===== src/rtl/multicycle_control.sv =====
// Main control FSM of the multicycle datapath: decodes the opcode and drives the
// datapath write strobes, mux selects and ALU controls, one state per cycle.
module multicycle_control #(
    parameter logic [5:0] OP_RTYPE = 6'b000000,
    parameter logic [5:0] OP_LW    = 6'b100011,
    parameter logic [5:0] OP_SW    = 6'b101011,
    parameter logic [5:0] OP_BEQ   = 6'b000100,
    parameter logic [5:0] OP_J     = 6'b000010,
    parameter logic [5:0] OP_ADDI  = 6'b001000
) (
    input  logic       Clk,
    input  logic       Reset,
    input  logic [5:0] Op,
    input  logic       MemReady,
    output logic       PCWrite,
    output logic       PCWriteCond,
    output logic       IorD,
    output logic       MemRead,
    output logic       MemWrite,
    output logic       MemtoReg,
    output logic       IRWrite,
    output logic [1:0] PCSource,
    output logic [1:0] ALUOp,
    output logic       ALUSrcA,
    output logic [1:0] ALUSrcB,
    output logic       RegWrite,
    output logic       RegDst,
    output logic       Illegal,
    output logic [3:0] State
);

    typedef enum logic [3:0] {
        ST_FETCH  = 4'd0,
        ST_DECODE = 4'd1,
        ST_MEMADR = 4'd2,
        ST_MEMRD  = 4'd3,
        ST_MEMWB  = 4'd4,
        ST_MEMWR  = 4'd5,
        ST_EXEC   = 4'd6,
        ST_RWB    = 4'd7,
        ST_BRANCH = 4'd8,
        ST_JUMP   = 4'd9,
        ST_ADDIEX = 4'd10,
        ST_ADDIWB = 4'd11
    } state_t;

    state_t r_state;

    // NOTE: state is sequential, so it uses non-blocking assignments only.
    always_ff @(posedge Clk or negedge Reset) begin
        if (!Reset) begin
            r_state <= ST_FETCH;
        end else begin
            case (r_state)
                ST_FETCH:  if (MemReady) r_state <= ST_DECODE;
                ST_DECODE: begin
                    if (Op == OP_LW || Op == OP_SW) r_state <= ST_MEMADR;
                    else if (Op == OP_RTYPE)        r_state <= ST_EXEC;
                    else if (Op == OP_BEQ)          r_state <= ST_BRANCH;
                    else if (Op == OP_J)            r_state <= ST_JUMP;
                    else if (Op == OP_ADDI)         r_state <= ST_ADDIEX;
                    else                            r_state <= ST_FETCH;
                end
                ST_MEMADR: r_state <= (Op == OP_LW) ? ST_MEMRD : ST_MEMWR;
                ST_MEMRD:  if (MemReady) r_state <= ST_MEMWB;
                ST_MEMWR:  if (MemReady) r_state <= ST_FETCH;
                ST_EXEC:   r_state <= ST_RWB;
                ST_ADDIEX: r_state <= ST_ADDIWB;
                ST_MEMWB, ST_RWB, ST_BRANCH, ST_JUMP, ST_ADDIWB:
                           r_state <= ST_FETCH;
                default:   r_state <= ST_FETCH;
            endcase
        end
    end

    // Outputs are decoded from the state rather than registered: the Fetch
    // strobes follow MemReady and Illegal follows Op within the same cycle.
    always_comb begin
        // NOTE: every output gets a default first so no latch is inferred.
        PCWrite     = 1'b0;
        PCWriteCond = 1'b0;
        IorD        = 1'b0;
        MemRead     = 1'b0;
        MemWrite    = 1'b0;
        MemtoReg    = 1'b0;
        IRWrite     = 1'b0;
        PCSource    = 2'b00;
        ALUOp       = 2'b00;
        ALUSrcA     = 1'b0;
        ALUSrcB     = 2'b00;
        RegWrite    = 1'b0;
        RegDst      = 1'b0;
        Illegal     = 1'b0;
        State       = r_state;

        case (r_state)
            ST_FETCH: begin
                MemRead = 1'b1;
                ALUSrcB = 2'b01;
                PCWrite = MemReady;
                IRWrite = MemReady;
            end
            ST_DECODE: begin
                ALUSrcB = 2'b11;
                Illegal = !(Op == OP_LW || Op == OP_SW || Op == OP_RTYPE ||
                            Op == OP_BEQ || Op == OP_J || Op == OP_ADDI);
            end
            ST_MEMADR, ST_ADDIEX: begin
                ALUSrcA = 1'b1;
                ALUSrcB = 2'b10;
            end
            ST_MEMRD: begin
                MemRead = 1'b1;
                IorD    = 1'b1;
            end
            ST_MEMWB: begin
                RegWrite = 1'b1;
                MemtoReg = 1'b1;
            end
            ST_MEMWR: begin
                MemWrite = 1'b1;
                IorD     = 1'b1;
            end
            ST_EXEC: begin
                ALUSrcA = 1'b1;
                ALUOp   = 2'b10;
            end
            ST_RWB: begin
                RegWrite = 1'b1;
                RegDst   = 1'b1;
            end
            ST_BRANCH: begin
                ALUSrcA     = 1'b1;
                ALUOp       = 2'b01;
                PCWriteCond = 1'b1;
                PCSource    = 2'b01;
            end
            ST_JUMP: begin
                PCWrite  = 1'b1;
                PCSource = 2'b10;
            end
            ST_ADDIWB: RegWrite = 1'b1;
            default:   State = 4'd0;
        endcase

        // Reset held low silences every output, including the debug state.
        if (!Reset) begin
            PCWrite     = 1'b0;
            PCWriteCond = 1'b0;
            IorD        = 1'b0;
            MemRead     = 1'b0;
            MemWrite    = 1'b0;
            MemtoReg    = 1'b0;
            IRWrite     = 1'b0;
            PCSource    = 2'b00;
            ALUOp       = 2'b00;
            ALUSrcA     = 1'b0;
            ALUSrcB     = 2'b00;
            RegWrite    = 1'b0;
            RegDst      = 1'b0;
            Illegal     = 1'b0;
            State       = 4'd0;
        end
    end

endmodule


===== config.mk =====
export PLATFORM = sky130hd
export DESIGN_NAME = multicycle_control
export DESIGN_NICKNAME = d
export VERILOG_FILES = /design/src/rtl/multicycle_control.sv
export SDC_FILE = /design/constraint.sdc
export NUM_CORES = 1
export LEC_CHECK = 0
export ABC_AREA = 1
export CAP_MARGIN = 20
export CORE_UTILIZATION = 42
export CTS_CLUSTER_DIAMETER = 60
export DETAILED_ROUTE_END_ITERATION = 12
export GPL_TIMING_DRIVEN = 0
export PLACE_DENSITY = 0.84
export SKIP_CTS_REPAIR_TIMING = 1
export SYNTH_ARGS = -nofsm -noshare
export SYNTH_HDL_FRONTEND = slang
export SYNTH_SLANG_ARGS = --single-unit

===== constraint.sdc =====
create_clock -name Clk -period 2.6 [get_ports Clk]
set_input_delay 0.26 -clock Clk [delete_from_list [all_inputs] [get_ports Clk]]
set_output_delay 0.26 -clock Clk [all_outputs]
set_load 0.03 [all_outputs]

## Yosys cells after proc, flatten, opt, wreduce, memory -nomap -nowiden

Index checks and enable logic that the tools add are counted.

- Reductions and logical operators: 15
- Eq/ne operators: 19
- Muxes and demuxes: 40

Operator list:

| operator | count |
|---|---|
| two-way mux 4 bit | 10 |
| case mux 4 bit (7 select lines) | 1 |
| two-way mux 1 bit | 21 |
| equality test 4 x 3 -> 1 bit, second input constant | 4 |
| equality test 4 bit, second input constant | 4 |
| equality test 6 bit, second input constant | 2 |
| OR reduction 12 bit | 1 |
| equality test 4 x 2 -> 1 bit, second input constant | 2 |
| case mux 2 bit (2 select lines) | 2 |
| equality test 6 x 2 -> 1 bit, second input constant | 1 |
| equality test 6 x 3 -> 1 bit, second input constant | 1 |
| equality test 6 x 4 -> 1 bit, second input constant | 1 |
| zero test 6 bit | 1 |
| two-way mux 2 bit | 3 |
| != test 2 bit, second input constant | 3 |
| case mux 2 bit (3 select lines) | 1 |
| OR reduction 2 bit | 3 |
| logical OR 1 bit | 5 |
| equality test 4 x 1 -> 1 bit, second input constant | 1 |
| zero test 4 bit | 1 |
| OR reduction 4 bit | 1 |
| two-way mux 3 bit | 1 |
| AND reduction 3 bit | 1 |
| OR reduction 3 bit | 1 |
| other kinds (2) | 2 |

- Flip-flop bits (word level): 4
- Output and inout port bits: 21
- Logic and storage cells: 75

## Logic depth before layout (Yosys ltp)

- Word-level depth: 9
- Gate-level depth with buffers: 8
- Gate-level depth less buffers: 8

## Worst setup path after synthesis

Ideal clock, no wire load.

- Kind: flip-flop to output port
- Start point: register r_state[3]
- End point: output port MemtoReg
- Cell stages (with the launch flop): 6
- Data required time: 2,340 ps
- Path slack: 534 ps
- Arrival: 1,806 ps
- Cells stage by stage: dfrtp_1 -> inv_2 -> nand2_1 -> nor2_1 -> inv_1 -> nor3_1

- Word-level cells in the longest chain between the ends: 3

Ends and longest elaborated chain:

| what | RTL line | RTL |
|---|---|---|
| start: declaration | 47 | `state_t r_state;` |
| start signal: assignment | 64 | `ST_MEMADR: r_state <= (Op == OP_LW) ? ST_MEMRD : ST_MEMWR;` |
| equality test 4 x 3 -> 1 bit | 96 | `case (r_state)` |
| two-way mux 1 bit | 96 |  |
| two-way mux 1 bit | 147 | `if (!Reset) begin` |
| end: declaration | 20 | `output logic MemtoReg,` |

No other way between the ends.

## Worst setup path after layout

- Start point: input port Reset
- End point: output port PCWriteCond

- Word-level cells in the longest chain between the ends: 1

Ends and longest elaborated chain:

| what | RTL line | RTL |
|---|---|---|
| start: declaration | 12 | `input logic Reset,` |
| two-way mux 1 bit | 147 |  |
| end: declaration | 16 | `output logic PCWriteCond,` |

No other way between the ends.

==> impl_metrics.csv <==
group,metric,value,unit
pwr,peakVddDrop,0.3516,mV
yosys,synth-xor-area-share,0,
final_layout,largest_register,"r_state",
placed_design,dp_slack,53.61,ps
detailed_routing,via_count,796,
yosys,synth_edf_count,0,
detailed_routing,ant_nets,0,
worst_setup_path,r2r-end,"r_state[0]",
clock_network,cts-root-buf,"clkbuf_4",
pwr,swShare,0.5141,
placed_design,dpl.hpwl,1400,um
worst_setup_path,reg2regPathDepth,6,
final_layout,drive_above_1_share,0.1631,
yosys,synth_cell_type_count,20,
yosys,muxShareOfSynthArea,0,
yosys,synth_common_cells,"nor2_1, nand2_1, nand3_1, inv_1, inv_2",
yosys,ys.flop_type,"dfrtp_1",
yosys,synth_fa_ha_area_frac,0,
detailed_routing,wl_per_cell,10.42,um
final_layout,seqCellArea,100.1,um2
clock_network,cts_max_path_buffers,2,
yosys,seq_area_frac_synth,0.1702,
timing,fmax,407.0,MHz
final_layout,diodes,0,
pwr,p_comb_frac,0.670,
clock_network,clock-sinks,4,
floorplanning,fp.dieH,39.42,um
yosys,synth_compound_area_frac,0.07447,
pwr,power_per_cell_area,575.1,mW/mm2
yosys,synth-seq-cells,4,
yosys,yosysMostFrequentCell,"nor2_1",
pwr,p_total,530.3,uW
worst_setup_path,ff2ff_setup_slack,1350,ps
placed_design,numPortBuffers,29,
detailed_routing,drc,0,
worst_setup_path,start_kind,"input port",
timing,layout_setup_ws,143.1,ps
detailed_routing,drt-pass1-iter-count,4,
clock_network,clk_pin_slew,40,ps
worst_setup_path,crit_arrival,2200,ps
placed_design,gp_congestion,0.9187,
floorplanning,rows,13,
yosys,synth.area.top_cells,"dfrtp_1, nor2_1, nand2_1",
timing,tightest_slew,388.8,ps
global_route,first_global_vias,616,
flow_run,cap_violations,0,
timing,relSlewSlack,0.7408,
detailed_routing,drt-total-wl,1626,um
yosys,synth_top_family_by_area,"simple AND/OR/NAND/NOR gates",
yosys,syn-instance-count,109,
final_layout,n_fill_cell,112,
yosys,avgSynthCellArea,5.395,um2
timing,setup_tns,0,ps
detailed_routing,drtIter0Drc,46,
clock_network,cts-buffers-inserted,3,
worst_setup_path,critPathKind,"in2out",
global_route,grt_pass1_wl,2442,um
final_layout,largest_register_ffs,4,
final_layout,finalNetCount,152,
clock_network,worst_skew_pair.late_latency,230,ps
worst_setup_path,required,2340,ps
yosys,synth-simple-area-share,0.6085,
run_status,outcome,"finished, final reports clean",
yosys,yosys.area.top_type,"dfrtp_1",
clock_network,h-tree-depth,1,
global_route,gr-total-overflow,0,
floorplanning,start_util,0.4519,
pwr,pwr-share-seq,0.191,
pwr,p_switching,272.6,uW
final_layout,multi_input_area,401.6,um2
timing,hold_viol,0,
final_layout,syn_to_final_growth,56.81,%
yosys,synth-warning-count,0,
timing,clock_skew,4.003,ps
worst_setup_path,worstSetupEndpointType,"output pin",
timing,setup_viol,0,
yosys,yosysTopAreaCellShare,0.1702,
timing,post-route-period-util,0.9450,
timing,slew_violations,0,
worst_setup_path,r2r-start,"r_state[0]",
pwr,p_int,257.7,uW
pwr,p_clk_frac,0.139,
final_layout,largestRegisters,"r_state (4)",
yosys,async_reset_ff_frac,1.000,
timing,rsz0062_at_grt,"no",
floorplanning,dieArea,0.001554,mm2
clock_network,cts_tree,"built",
detailed_routing,via_per_inst,5.103,
timing,min_period,2457,ps
worst_setup_path,path_max_fanout,10,
floorplanning,fp.dieW,39.42,um
yosys,syn_nets,118,
floorplanning,pin_count,30,
floorplanning,core_area,0.001301,mm2
global_route,antenna_found_initial,0,
global_route,grt_max_degree,11,
yosys,synth.cell_area,588.1,um2
global_route,track_usage,0.2226,
pwr,power_leakage,0.0004645,uW
worst_hold_path,hold_path_class,"in2async",
## how the worst max path moves through the flow
stage,slack (ps),cells past startpoint,from,to
global route,20,5,Reset,PCWriteCond
finish,140,5,Reset,PCWriteCond
global placement,100,6,Reset,PCSource[0]
CTS,40,6,Reset,PCSource[0]
floorplan,530,5,r_state[3],MemtoReg
detailed placement,50,6,Reset,PCSource[0]
## power groups by stage
stage / combinational, uW / clock [uW] / sequential [uW]
global placement: 346 / 0 / 100
detailed placement: 352 / 0 / 101
floorplan: 242 / 0 / 93.7
global route: 383 / 78.9 / 102
finish: 355 / 73.7 / 101
CTS: 353 / 78.0 / 100
## worst max-delay path, stage by stage
cell and delay, ps:
clkdlybuf4s50_1 610, inv_1 190, clkbuf_1 250, nor2_1 190, clkdlybuf4s50_1 690
## cell usage in the layout (no fill, tap or decap), drive strengths merged
| cell | count |
|---|---|
| buf | 1 |
| dfrtp | 4 |
| clkdlybuf4s50 | 28 |
| nor2 | 25 |
| a21oi | 6 |
| clkinv | 1 |
| o21ai | 2 |
| dlymetal6s2s | 1 |
| nor3 | 5 |
| nand3b | 1 |
| nand4 | 2 |
| nand2 | 29 |
| nand3 | 13 |
| inv | 19 |
| clkbuf | 4 |
## through the flow
stage	std cells	instance area [um2]	util	hold WS, ps
finish	156	922.1	0.7087	267.2
floorplan	109	588.1	-	-35.59
global route	156	922.1	0.7087	289.3
CTS	156	919.6	0.7067	260.3
global placement	153	897.1	0.6894	498.3
detailed placement	153	897.1	0.6894	508.5
## per-layer routing
| layer | track usage | part of all wire | vias to the layer above |
|---|---|---|---|
| met3 | 0 | 0.030 | 0 |
| met4 | 0.06897 | 0 | 0 |
| met5 | 0 | 0 | - |
| li1 | - | - | 404 |
| met2 | 0.3566 | 0.50 | 25 |
| met1 | 0.3208 | 0.47 | 367 |
## logic make-up after synthesis
group	Yosys count
simple gates	75
buf+inv	22
compound gates	8
flops	4
## cell type report
class | count | share of cell area
Sequential cell | 4 | 0.1085
Buffer | 2 | 0.01221
Tap cell | 15 | 0.02035
Clock buffer | 3 | 0.02442
Inverter | 20 | 0.08141
Timing Repair Buffer | 29 | 0.3175
Multi-Input combinational cell | 83 | 0.4355
Note: power is estimated with default switching activity, not from simulation.
==> edit: new RTL, config.mk and constraints unchanged <==
Make the reset (`Reset`) synchronous in one clocked block.
--- a/src/rtl/multicycle_control.sv
+++ b/src/rtl/multicycle_control.sv
@@ -49,3 +49,3 @@
     // NOTE: state is sequential, so it uses non-blocking assignments only.
-    always_ff @(posedge Clk or negedge Reset) begin
+    always_ff @(posedge Clk) begin
         if (!Reset) begin
Function: same outputs for any inputs over 10 cycles, from zero or initial values and one cycle with Reset low; that may be too few to reach the edited logic, so the function may still have changed.
==> edit against the original RTL <==
  * Cell area fell by 0.27%
  * Clock skew shrank 0.91 ps
  * Routed wire length grew 7.1%
  * Non-clock buffer count stayed put
  * Sequential cell count did not move
  * Setup slack better by 42 ps
  * Worst hold slack improved by 350 ps
  * Area after synthesis did not move
  * Fmax rose by 1.7%
  * Highest routed layer unchanged
Power is not compared: it rests on default switching activity, and its combinational part moved more than twofold at a synthesized area within 25%.
==> edit: results (changes against the original RTL) <==
** Yosys
- The number of nets produced by synthesis came to 124 (was 118).
- Top cells by area, synth :: sky130_fd_sc_hd__nand2_1 17%, sky130_fd_sc_hd__nor2_1 15%, sky130_fd_sc_hd__dfxtp_1 14%, sky130_fd_sc_hd__inv_1 8.9%, sky130_fd_sc_hd__nand3_1 8.5% (was sky130_fd_sc_hd__dfrtp_1 17%, sky130_fd_sc_hd__nor2_1 15%, sky130_fd_sc_hd__nand2_1 14%, sky130_fd_sc_hd__nand3_1 10%, sky130_fd_sc_hd__inv_1 7.0%)
- Count of distinct cell types in the synthesized netlist :: 19 (was 20)
- Flip-flop cell with the highest count after synthesis :: sky130_fd_sc_hd__dfxtp_1 (was sky130_fd_sc_hd__dfrtp_1)
- Synth cell count leaders: 27 x sky130_fd_sc_hd__nand2_1, 24 x sky130_fd_sc_hd__nor2_1, 14 x sky130_fd_sc_hd__inv_1 (was 24 x sky130_fd_sc_hd__nor2_1, 22 x sky130_fd_sc_hd__nand2_1, 12 x sky130_fd_sc_hd__nand3_1).
- The async set-or-reset flop fraction in the synthesized netlist was 0% (was 100%).
- Post-synthesis compound-gate area fraction :: 9.15% (was 7.45%)
- Fraction of the yosys area taken by sequential cells :: 13.6% (was 17.0%)
- The synthesis-stage register bit count is 4 (unchanged).

** Run status
- Run status :: complete, no violations (unchanged)

** Placement
- The placed wire-length estimate is 1480 um (was 1400 um).
- The global placer's final weighted congestion was 0.867 (was 0.919).

** Detailed routing
- Via count :: 804 (was 796)
- Wire length on met1 :: 806 um (was 772 um)
- The sum of routed wire length over all layers is 1740 um (was 1630 um).
- The sum of met3 wire segment lengths after detailed routing came to 80 um (was 48 um).
- The routed length on met2 was 854 um (was 805 um).
- The first-iteration detailed-routing DRC count came to 30 (was 46).

** STA
- Least-Margin Pin Slew :: 357 ps (was 389 ps)

** GRT
- The wire length of the first global-routing pass came to 2730 um (was 2440 um).
- The number of global-route vias before repair is 653 (was 616).
- The maximum number of pins on one net before global-route repair was 11 (unchanged).
- GRT Util Overall :: 25.1% (was 22.3%)
- The global routing usage on met1 was 35.4% (was 32.1%).
- The met2 usage in global routing came to 41.0% (was 35.7%).

** Worst setup path
- CP Max Fanout :: 10 (unchanged)
- Data arrival time of the critical path :: 2150 ps (was 2200 ps)
- Capture instance of the worst register-to-register path :: r_state[2] (was r_state[0])
- The minimum setup slack among reg-to-reg paths came to 1380 ps (was 1350 ps).
- Largest stage delay on the critical path :: 660 ps (was 690 ps)
- The launch instance of the worst register-to-register path is r_state[1] (was r_state[0]).
- R2R cell count :: 7 (was 6)

** Layout
- The multi-input combinational cell count was 89 (was 83).
- The number of filler cells placed in the layout was 128 (was 112).
- The multi-input combinational area share was 45.9% (was 43.6%).
- The ratio of cells with drive above 1 in the final layout is 15.6% (was 16.3%).
- The clock tree cell share of total cell area was 2.45% (was 2.44%).
- The combined flip-flop and latch cell area came to 80.1 um2 (was 100 um2).
- Number of nets in the layout :: 158 (was 152)
- The fraction of area in non-clock buffers came to 32.8% (was 33.0%).

** Hold path
- Type of the worst min-delay path :: reg -> reg (was in -> async)

** Power and ir drop
- The design draws 0.271 mW.
[edit: per-stage QoR]
stage                     setup WS [ps]  util, %  cell area, um2  hold slack (ps)  instances
final                               185     70.7             920              619        162
after global routing               42.5     70.7             920              653        162
after CTS                           177     70.7             920              617        162
after detailed placement            191     68.9             897              615        159
after global placement              204     68.9             897              589        159
after floorplan                     608        -             588              358        115
[edit: worst max path at each step]
| stage | depth (start not counted) | to | slack (ps) | from |
|---|---|---|---|---|
| 2_1_floorplan | 5 | MemtoReg | 610 | r_state[3] |
| 3_3_place_gp | 6 | PCSource[0] | 200 | Reset |
| 3_5_place_dp | 6 | PCSource[0] | 190 | Reset |
| 4_1_cts | 6 | PCSource[0] | 180 | Reset |
| 5_1_grt | 6 | PCSource[0] | 40 | Reset |
| 6_report | 6 | PCSource[0] | 190 | Reset |
[edit: critical path: cells and delay by family]
family	cells	cell delay [ps]
buf+inv	5	1710
simple gates	1	180
